### src/rtl/bcd_countdown_timer.sv
// Multi-digit BCD down-counter with load, pause/resume, terminal-count flag
// and optional auto-reload of the last loaded preset.
module bcd_countdown_timer #(
  parameter int unsigned DIGITS      = 4,
  parameter bit          AUTO_RELOAD = 1'b0
) (
  input  logic                  clk,
  input  logic                  rst_n,
  input  logic                  load,
  input  logic [4*DIGITS-1:0]   load_val,
  input  logic                  start,
  input  logic                  pause,
  input  logic                  tick,
  output logic [4*DIGITS-1:0]   count,
  output logic                  busy,
  output logic                  done,
  output logic                  expired,
  output logic                  load_err
);

  localparam int unsigned W = 4 * DIGITS;

  typedef enum logic [1:0] {
    ST_IDLE    = 2'd0,
    ST_RUN     = 2'd1,
    ST_PAUSED  = 2'd2,
    ST_EXPIRED = 2'd3
  } state_t;

  state_t         state;
  logic [W-1:0]   reload_q;
  logic [W-1:0]   dec_c;
  logic [W-1:0]   san_c;
  logic           bad_c;
  logic           count_zero_c;
  logic           count_one_c;

  // One BCD decrement: zero digits wrap to 9 and pass the borrow upward
  always_comb begin
    logic borrow;
    dec_c  = count;
    borrow = 1'b1;
    for (int unsigned i = 0; i < DIGITS; i++) begin
      if (borrow) begin
        if (count[4*i +: 4] == 4'd0) begin
          dec_c[4*i +: 4] = 4'd9;
        end else begin
          dec_c[4*i +: 4] = count[4*i +: 4] - 4'd1;
          borrow          = 1'b0;
        end
      end
    end
  end

  // Clamp non-BCD digits of the preset to 9 and flag that it happened
  always_comb begin
    san_c = load_val;
    bad_c = 1'b0;
    for (int unsigned i = 0; i < DIGITS; i++) begin
      if (load_val[4*i +: 4] > 4'd9) begin
        san_c[4*i +: 4] = 4'd9;
        bad_c           = 1'b1;
      end
    end
  end

  assign count_zero_c = (count == '0);
  assign count_one_c  = (count == W'(1));

  // Control FSM, count register and pulse outputs
  always_ff @(posedge clk or negedge rst_n) begin
    if (!rst_n) begin
      state    <= ST_IDLE;
      count    <= '0;
      reload_q <= '0;
      done     <= 1'b0;
      load_err <= 1'b0;
    end else begin
      done     <= 1'b0;
      load_err <= 1'b0;
      if (load) begin
        count    <= san_c;
        reload_q <= san_c;
        load_err <= bad_c;
        state    <= ST_IDLE;
      end else begin
        case (state)
          ST_IDLE: begin
            if (start) begin
              if (count_zero_c) begin
                state <= ST_EXPIRED;
                done  <= 1'b1;
              end else begin
                state <= ST_RUN;
              end
            end
          end
          ST_RUN: begin
            if (pause) begin
              state <= ST_PAUSED;
            end else if (tick) begin
              if (count_one_c) begin
                done <= 1'b1;
                if (AUTO_RELOAD && (reload_q != '0)) begin
                  count <= reload_q;
                end else begin
                  count <= '0;
                  state <= ST_EXPIRED;
                end
              end else if (!count_zero_c) begin
                count <= dec_c;
              end
            end
          end
          ST_PAUSED: begin
            // A held pause keeps the timer suspended; start alone resumes
            if (start && !pause) begin
              state <= ST_RUN;
            end
          end
          ST_EXPIRED: begin
            count <= '0;
          end
          default: begin
            state <= ST_IDLE;
          end
        endcase
      end
    end
  end

  // Levels decoded straight from the state register
  assign busy    = (state == ST_RUN);
  assign expired = (state == ST_EXPIRED);

endmodule

### config.mk
export PLATFORM = sky130hd
export DESIGN_NAME = bcd_countdown_timer
export DESIGN_NICKNAME = d
export VERILOG_FILES = /design/src/rtl/bcd_countdown_timer.sv
export SDC_FILE = /design/constraint.sdc
export NUM_CORES = 1
export LEC_CHECK = 0
export ABC_CLOCK_PERIOD_IN_PS = 2100
export CAP_MARGIN = 20
export CORE_MARGIN = 4
export CORE_UTILIZATION = 43
export CTS_CLUSTER_DIAMETER = 150
export DETAILED_ROUTE_END_ITERATION = 10
export MAX_ROUTING_LAYER = met4
export PLACE_DENSITY_LB_ADDON = 0.25
export SYNTH_ARGS = -nofsm -noshare
export SYNTH_HDL_FRONTEND = slang
export SYNTH_SLANG_ARGS = --single-unit
export TNS_END_PERCENT = 30
### constraint.sdc
create_clock -name clk -period 2.1 [get_ports clk]
set_input_delay 0.315 -clock clk [delete_from_list [all_inputs] [get_ports clk]]
set_output_delay 0.315 -clock clk [all_outputs]
set_load 0.01 [all_outputs]
==> results, run 1 <==
- After filler insertion, the fill cell instance count of the layout stands at 219.
- For this design, the sink count on the clock tree is 20.
- The ratio of final minimum period to clock period is 103%.
- The library cell used as clock root buffer is clkbuf_4.
- The area of the placeable core is 3390 um2.
- Entering global routing, the biggest net connects 21 pins.
- Setup repair after global routing could not meet its margin everywhere.
- The final global-route overflow total is 0.
- The power per cell area is 1330 nW/um2.
- The total number of yosys warnings is 0.
- Along the worst path, the maximum fanout reaches 5.
- The share of async-settable or async-resettable flops after synthesis is 100%.
- The maximum root-to-sink buffer count is 2.
- Port buffering added 41 buffers.
- In the synthesized netlist the dominant register cell turns out to be dfrtp_1.
- The synthesized netlist occupies a cell area of 1530 um2.
- The count of vias placed by the detailed router is 1769.
- The worst setup path is of the reg -> reg kind.
- The worst-case clock skew is 5.18 ps.
- The clock reaches the later pin of the worst-skew pair after 310 ps.
- The net count reported at finish is 301.
- STA classifies the critical path startpoint as a flip-flop.
- The via count normalized by instance count is 5.67.
- The type of the most critical hold path is in -> async.
- The utilization after layout is 76.0%.
- The number of pins with negative max-slew slack in the final report came to 0.
- After synthesis the netlist holds a flip-flop and latch count of 20.
- Wires add up to 4990 um.
- The run finished, with violations left.
- The signal arrival time at the worst endpoint is 2380 ps.
- The area of all sequential standard cells is 500 um2.
- Per report_power, the sequential group accounts for 20.8% of the total.
- The wire length of the first global-routing pass is 8020 um.
- The post-synthesis net count is 208.
- In the final routed layout, each cell accounts on average for 16.0 um.
- The pin slew with the least headroom to its limit is 516 ps.
- The register area share after synthesis is 32.6%.
- The final-report setup violation count is 5.
- For this block, the initial DRC count from the detailed router was 141.
- The leakage power figure is 1.14 nW.
- The total die area is 4590 um2.
- The final reports fail on setup timing.
- The number of optimization iterations in the first detailed-route pass is 4.
- The number of H-tree branching levels is 1.
- The count of mapped cells out of synthesis is 174.
- Synthesis instantiated 40 different standard cells from the library.
- The peak ir drop on the vdd network is 0.640 mV.
- The initial antenna violation count is 0.
- In this run switching power makes up 41.8% of total power.
- The combined area of the multi-input logic cells is 1130 um2.
- The final number of hold-violating endpoints is 0.
- The cell count after placement is 300.
- Yosys mapped a number of flops with a built-in enable equal to 0.
- The global placer's final weighted congestion is 0.941.
- The clock tree from TritonCTS is done.
- The least setup slack across all paths after layout is -72.4 ps.
- After routing the design area is 2580 um2.
- Max-cap violations in this run came to 0.
- After clock tree synthesis, the clock-pin slew on the worst setup and hold paths is 130 ps.
- The number of design rule violations left after detail routing is 0.
- During I/O placement, the number of pins put on the boundary was 42.
- The area growth from synthesis to layout is 68.0%.
- The internal cell power is 0.00200 W.
- The tightest hold path in the finished design has a slack of 339 ps.
- The maximum clock rate is 460 MHz.
- Leaving out filler cells and counting taps, the final layout contains 312.
- Once detail routing completed, the nets flagged for antenna violations numbered 0.
- The clock network is responsible for 6.9% of the overall power.
- Summing all placed instances gives a cell area of 2320 um2.
- The detailed placer's ending HPWL is 3680 um.
- In the final layout, the share of cells above drive strength 1 is 35.0%.
- The starting density of the core is 45.3%.
- The via count of the first global-routing pass came to 1746.
- The die is 67.7 um tall.
- The time the final worst path needs with I/O delays and setup is 2170 ps.
- Data on the critical path is required at its endpoint by 2310 ps.
- The number of placement rows is 21.
- Prior to clock tree synthesis, the placed netlist has a worst setup slack of -104 ps.
- The net switching power figure is 0.00144 W.
- The die width is 67.7 um.
- Buffers inserted during clock tree synthesis total 3.
- The worst pin sits at a relative slew slack of 65.6%.
- Combinational cells account for 72.3% of the total power.
- The nature of the critical path endpoint is a flip-flop.
- Global routing used 23.6% of the available tracks.
- The average instance in the mapped netlist occupies 8.82 um2.
- The diode insertion count for antenna repair is 0.
## logic make-up (layout without fill, tap and decap cells)
family,after synthesis,in the layout,share of synthesized area [%]
and+or+nand+nor,57,58,21.3
muxes,10,10,6.77
AOI/OAI and AO/OA,56,56,24.3
DFF,20,20,32.6
buffers and inverters,19,110,5.22
adders and majority gates,12,12,9.79
## cell usage after synthesis, types with 2 or more instances
library cell / number / share of area [%]
a22o_1: 2 / 1.1
o21ai_0: 9 / 2.9
nand2b_1: 5 / 2.0
a21oi_1: 14 / 4.6
inv_1: 15 / 3.7
nand2_1: 14 / 3.4
dfrtp_1: 20 / 33
nor3_1: 3 / 0.98
ha_1: 12 / 9.8
or3b_2: 2 / 1.1
o32ai_1: 2 / 1.1
mux2_2: 3 / 2.2
nand3_1: 2 / 0.65
nor2_1: 16 / 3.9
a221oi_1: 2 / 1.1
o31ai_1: 8 / 3.9
or3b_4: 2 / 1.5
nor3b_1: 6 / 2.9
mux2i_1: 7 / 4.6
o22ai_1: 2 / 0.82
a22oi_1: 4 / 2.0
a211oi_1: 3 / 1.5
a31oi_1: 3 / 1.2
nand4_1: 2 / 0.82
## layer usage
metal  share of wire [%]  up-vias  GRT usage [%]
li1                    -      833              -
met1                  42      859           30.5
met2                  50       71           38.5
met3                 6.3        6           3.16
met4                 1.0        0           6.58
met5                   0        -              -
## per-stage QoR
stage	power [W]	setup TNS (ps)
final	0.00344	-201
after global routing	0.00368	-1130
after CTS	0.00327	-20.4
after detailed placement	0.00290	-627
after global placement	0.00284	-91.5
after floorplan	0.00181	-101
## power groups by stage
stage / Combinational [W] / Sequential (W) / Clock, W
final: 0.00248 / 0.000715 / 0.000238
after global routing: 0.00268 / 0.000735 / 0.000260
after CTS: 0.00232 / 0.000706 / 0.000243
after detailed placement: 0.00219 / 0.000709 / 0
after global placement: 0.00214 / 0.000701 / 0
after floorplan: 0.00100 / 0.000802 / 0
## state kept, by name, indices dropped and copies added (netlist names)
signal,count
state,2
load_err,1
done,1
count,16
## critical path, cell delays in order, from the launching register on
cell and delay, ps:
dfrtp_1 420, inv_2 90, ha_4 150, or3b_4 400, nor4_4 320, buf_6 180, nor3_4 70, a22o_1 190
mux2_4 260
## placed cells by master, fill, tap and decap left out, drive strengths merged
cell type,count
buf,49
clkdlybuf4s50,41
dfrtp,20
nor2,17
a21oi,15
inv,15
nand2,14
ha,12
o21ai,9
o31ai,8
mux2i,7
nor3b,6
nand2b,5
or3b,5
nor3,5
a22oi,4
clkbuf,4
a31oi,3
mux2,3
a211oi,3
nand4,2
nand3,2
o32ai,2
a22o,2
a221oi,2
o22ai,2
clkinv,1
a41oi,1
nor4,1
o22a,1
and4,1
o221a,1
o21bai,1
a32oi,1
a21boi,1
## what timing repair did
action | 4_1_cts | 5_1_grt
gates cloned | 1 | 0
resized for setup | 14 | 22
hold buffers | 0 | 0
pin swaps | 5 | 6
setup buffers | 6 | 1
endpoints found under the setup margin | 14 | 20
## final timing paths
path                       startpoint         to  slack, ps  cells past startpoint
setup reg to reg            count[12]  count[11]        -70                      8
hold reg to reg              count[0]   count[0]        630                      2
max in group asynchronous       rst_n   state[1]       1530                      2
hold / removal                  rst_n  count[10]        340                      2
min in group clk             count[0]   count[0]        630                      2
setup / recovery            count[12]  count[11]        -70                      8
## layout make-up
class | instances | area share, %
sequential | 20 | 19.4
timing repair buffer | 90 | 30.6
inverter | 16 | 2.33
clock buffer | 4 | 1.41
multi-input combinational | 136 | 44.0
tap | 46 | 2.23
No activity file was read; power rests on OpenSTA's default activity.
==> run 2, diff against run 1 <==
- ABC_CLOCK_PERIOD_IN_PS: 2100 -> 1900
- clock period: 2.1 -> 1.9 ns (I/O delays scaled with it)
==> run 2 against run 1 <==
The flow still finishes with violations (setup timing); sequential power grew 8.8%; flip-flop and latch count is the same; global-route usage grew 2.8 points; final area grew 4.7%; total power grew 19%; cell count grew 7.1%; clock-buffer cell count is the same; die area is the same; clock power grew 14%; first-iteration DRC count grew 19%; critical path depth grew 1; combinational power grew 23%; critical path type unchanged; largest power group unchanged; highest routed layer unchanged.
==> results, run 2 (synthesized netlist as in run 1, its figures left out) <==
- For this run the aggregate overflow at the end of global routing stands at 0.
- The required time of the worst setup path is 2120 ps.
- The max-capacitance violation count is 0.
- The first global-routing pass estimated 8830 um of wire.
- The final number of hold-violating endpoints came to 0.
- The sink count of the clock tree is 20.
- The total clock buffers created by CTS is 3.
- The cell depth of the worst flop-to-flop path is 9.
- The most common cell after layout, fill and taps aside is buf_4.
- TritonCTS built the clock tree.
- The wire-length estimate of the detail-placed layout is 3970 um.
- The clock transition at the registers of the reported paths is 130 ps.
- For this configuration, the core starts out at a cell density of 45.3%.
- The share of post-route cells with drive strength above 1 is 38.2%.
- The least setup slack across all paths after layout is -365 ps.
- The iteration-0 DRC count of the detailed router is 168.
- STA puts the critical path data arrival time at 2480 ps.
- The ratio of final minimum period to clock period is 119%.
- The core region is 3390 um2.
- The flip-flop count of the largest register after layout is 16.
- The die covers 4590 um2.
- In this run the register-to-register setup slack is -360 ps.
- The type of the most critical hold path is in -> async.
- Global routing consumed, over all layers together, 26.4% of the routing resources.
- The number of optimization iterations in the first detailed-route pass is 4.
- The area growth from synthesis to layout is 75.9%.
- The number of pins with negative max-slew slack in the final report is 0.
- CTS built an H-tree with a depth of 1.
- Port buffering added 41 buffers.
- Of all nets on the critical path, the largest fanout is 3.
- The peak ir drop on the vdd network is 0.826 mV.
- Once layout is done, the placed cells without fillers occupy 2700 um2.
- The largest registers in the layout are count x16, state x2.
- The via count of the first global-routing pass is 1933.
- In this run the core area contains 21 standard-cell rows.
- The worst register-to-register path begins at count[4].
- The time the final worst path needs with I/O delays and setup is 2260 ps.
- In the layout the commonest cells are buf_4, clkdlybuf4s50_1, dfrtp_1, nor2_1, a21oi_1.
- In this run the vertical extent of the chip is 67.7 um.
- The nature of the critical path endpoint is a flip-flop.
- Setup repair after global routing could not meet its margin everywhere.
- Timing would allow up to 442 MHz.
- For the pin with the worst max-slew slack, the measured transition is 551 ps.
- The initial antenna violation count is 0.
- The congestion estimate from routability-driven global placement came to 0.892.
- The number of buffers added to fix hold violations after cts is 0.
- The number of I/O pins is 42.
- The fill cell instance count of the final layout is 206.
- After detailed placement, the total cell area comes to 2450 um2.
- Once layout is complete, the utilization of the core stands at 79.6%.
- The register bank with the most flops is count.
- The critical setup path kind is reg -> reg.
- The leakage power figure is 1.25 nW.
- The die width is 67.7 um.
- The count of vias placed by the detailed router is 1878.
- The detail route stage leaves a number of antenna-violating nets equal to 0.
- In this run the critical register-to-register path is captured at count[11].
- Entering global routing, the biggest net connects 21 pins.
- Wires add up to 5700 um.
- The run finished, with violations left.
- The checks that failed: setup timing.
- CTS placed an instance of clkbuf_4 at the clock tree root.
- The maximum root-to-sink buffer count is 2.
- The diode insertion count for antenna repair is 0.
- In this run the power density over the cells is 1520 nW/um2.
- The clock insertion delay at the later pin of the skew report is 320 ps.
- Using the TritonRoute via totals, the vias-per-cell ratio works out to 5.62.
- The final-report setup violation count is 19.
- The number of design rule violations left after detail routing is 0.
- The worst-case clock skew is 1.36 ps.
- The post-layout total power is 0.00410 W.
- The startpoint kind of the worst setup timing path is a flip-flop.
- The net count reported at finish is 323.
- The tightest slew margin relative to the limit is 63.2%.
- Dividing the detail-routed wire length by the instance count gives 17.1 um.
[run 2: how the worst max path moves through the flow]
| stage | start | cells past startpoint | slack, ps | end |
|---|---|---|---|---|
| after detailed placement | count[5] | 7 | -330 | state[0] |
| after global placement | count[5] | 7 | -230 | state[0] |
| final | count[4] | 9 | -360 | count[11] |
| after CTS | count[8] | 9 | -210 | count[11] |
| after global routing | count[4] | 9 | -420 | count[11] |
| after floorplan | count[4] | 7 | -250 | state[0] |
[run 2: report_power, final]
part / internal (W) / switching [W]
Clock: 0.000117 / 0.000154
Sequential: 0.000608 / 0.000170
Combinational: 0.00168 / 0.00137
Total: 0.00241 / 0.00169
[run 2: per-layer routing]
layer,GRT usage (%),share of wire (%)
met1,30.7,38
met2,46.2,52
met3,3.83,6.4
met4,8.86,2.9
met5,-,0
[run 2: repair_timing]
item                       CTS  global route
gates cloned                 0             0
gates resized for setup     22             7
pin swaps                   11             3
setup buffers               10             4
setup endpoints to repair   20            20
[run 2: area by class of cell]
| cell class | count | area, um2 | area share, % |
|---|---|---|---|
| clock buffers | 4 | 36.3 | 1.34 |
| inverters | 16 | 60.1 | 2.23 |
| multi-input cells | 135 | 1080 | 40.1 |
| flip-flops and latches | 20 | 500 | 18.5 |
| well taps | 46 | 57.6 | 2.13 |
| repair buffers | 113 | 963 | 35.7 |
[run 2: metrics by stage]
step                      setup WS (ps)  hold slack [ps]  setup TNS (ps)  cells
after CTS                          -213              321           -2210    330
after detailed placement           -334              617           -4030    316
after global placement             -226              598           -2510    316
after global routing               -417              316           -5860    334
after floorplan                    -248            -10.6           -1590    174
final                              -365              305           -4400    334
[run 2: worst max-delay path, cell delays in order (launching register included)]
cell	delay (ps)
dfrtp_1	420
inv_2	100
ha_4	130
or3b_4	390
nor4_4	340
buf_4	190
buf_6	100
a211oi_4	40
nor2_4	130
mux2_4	310
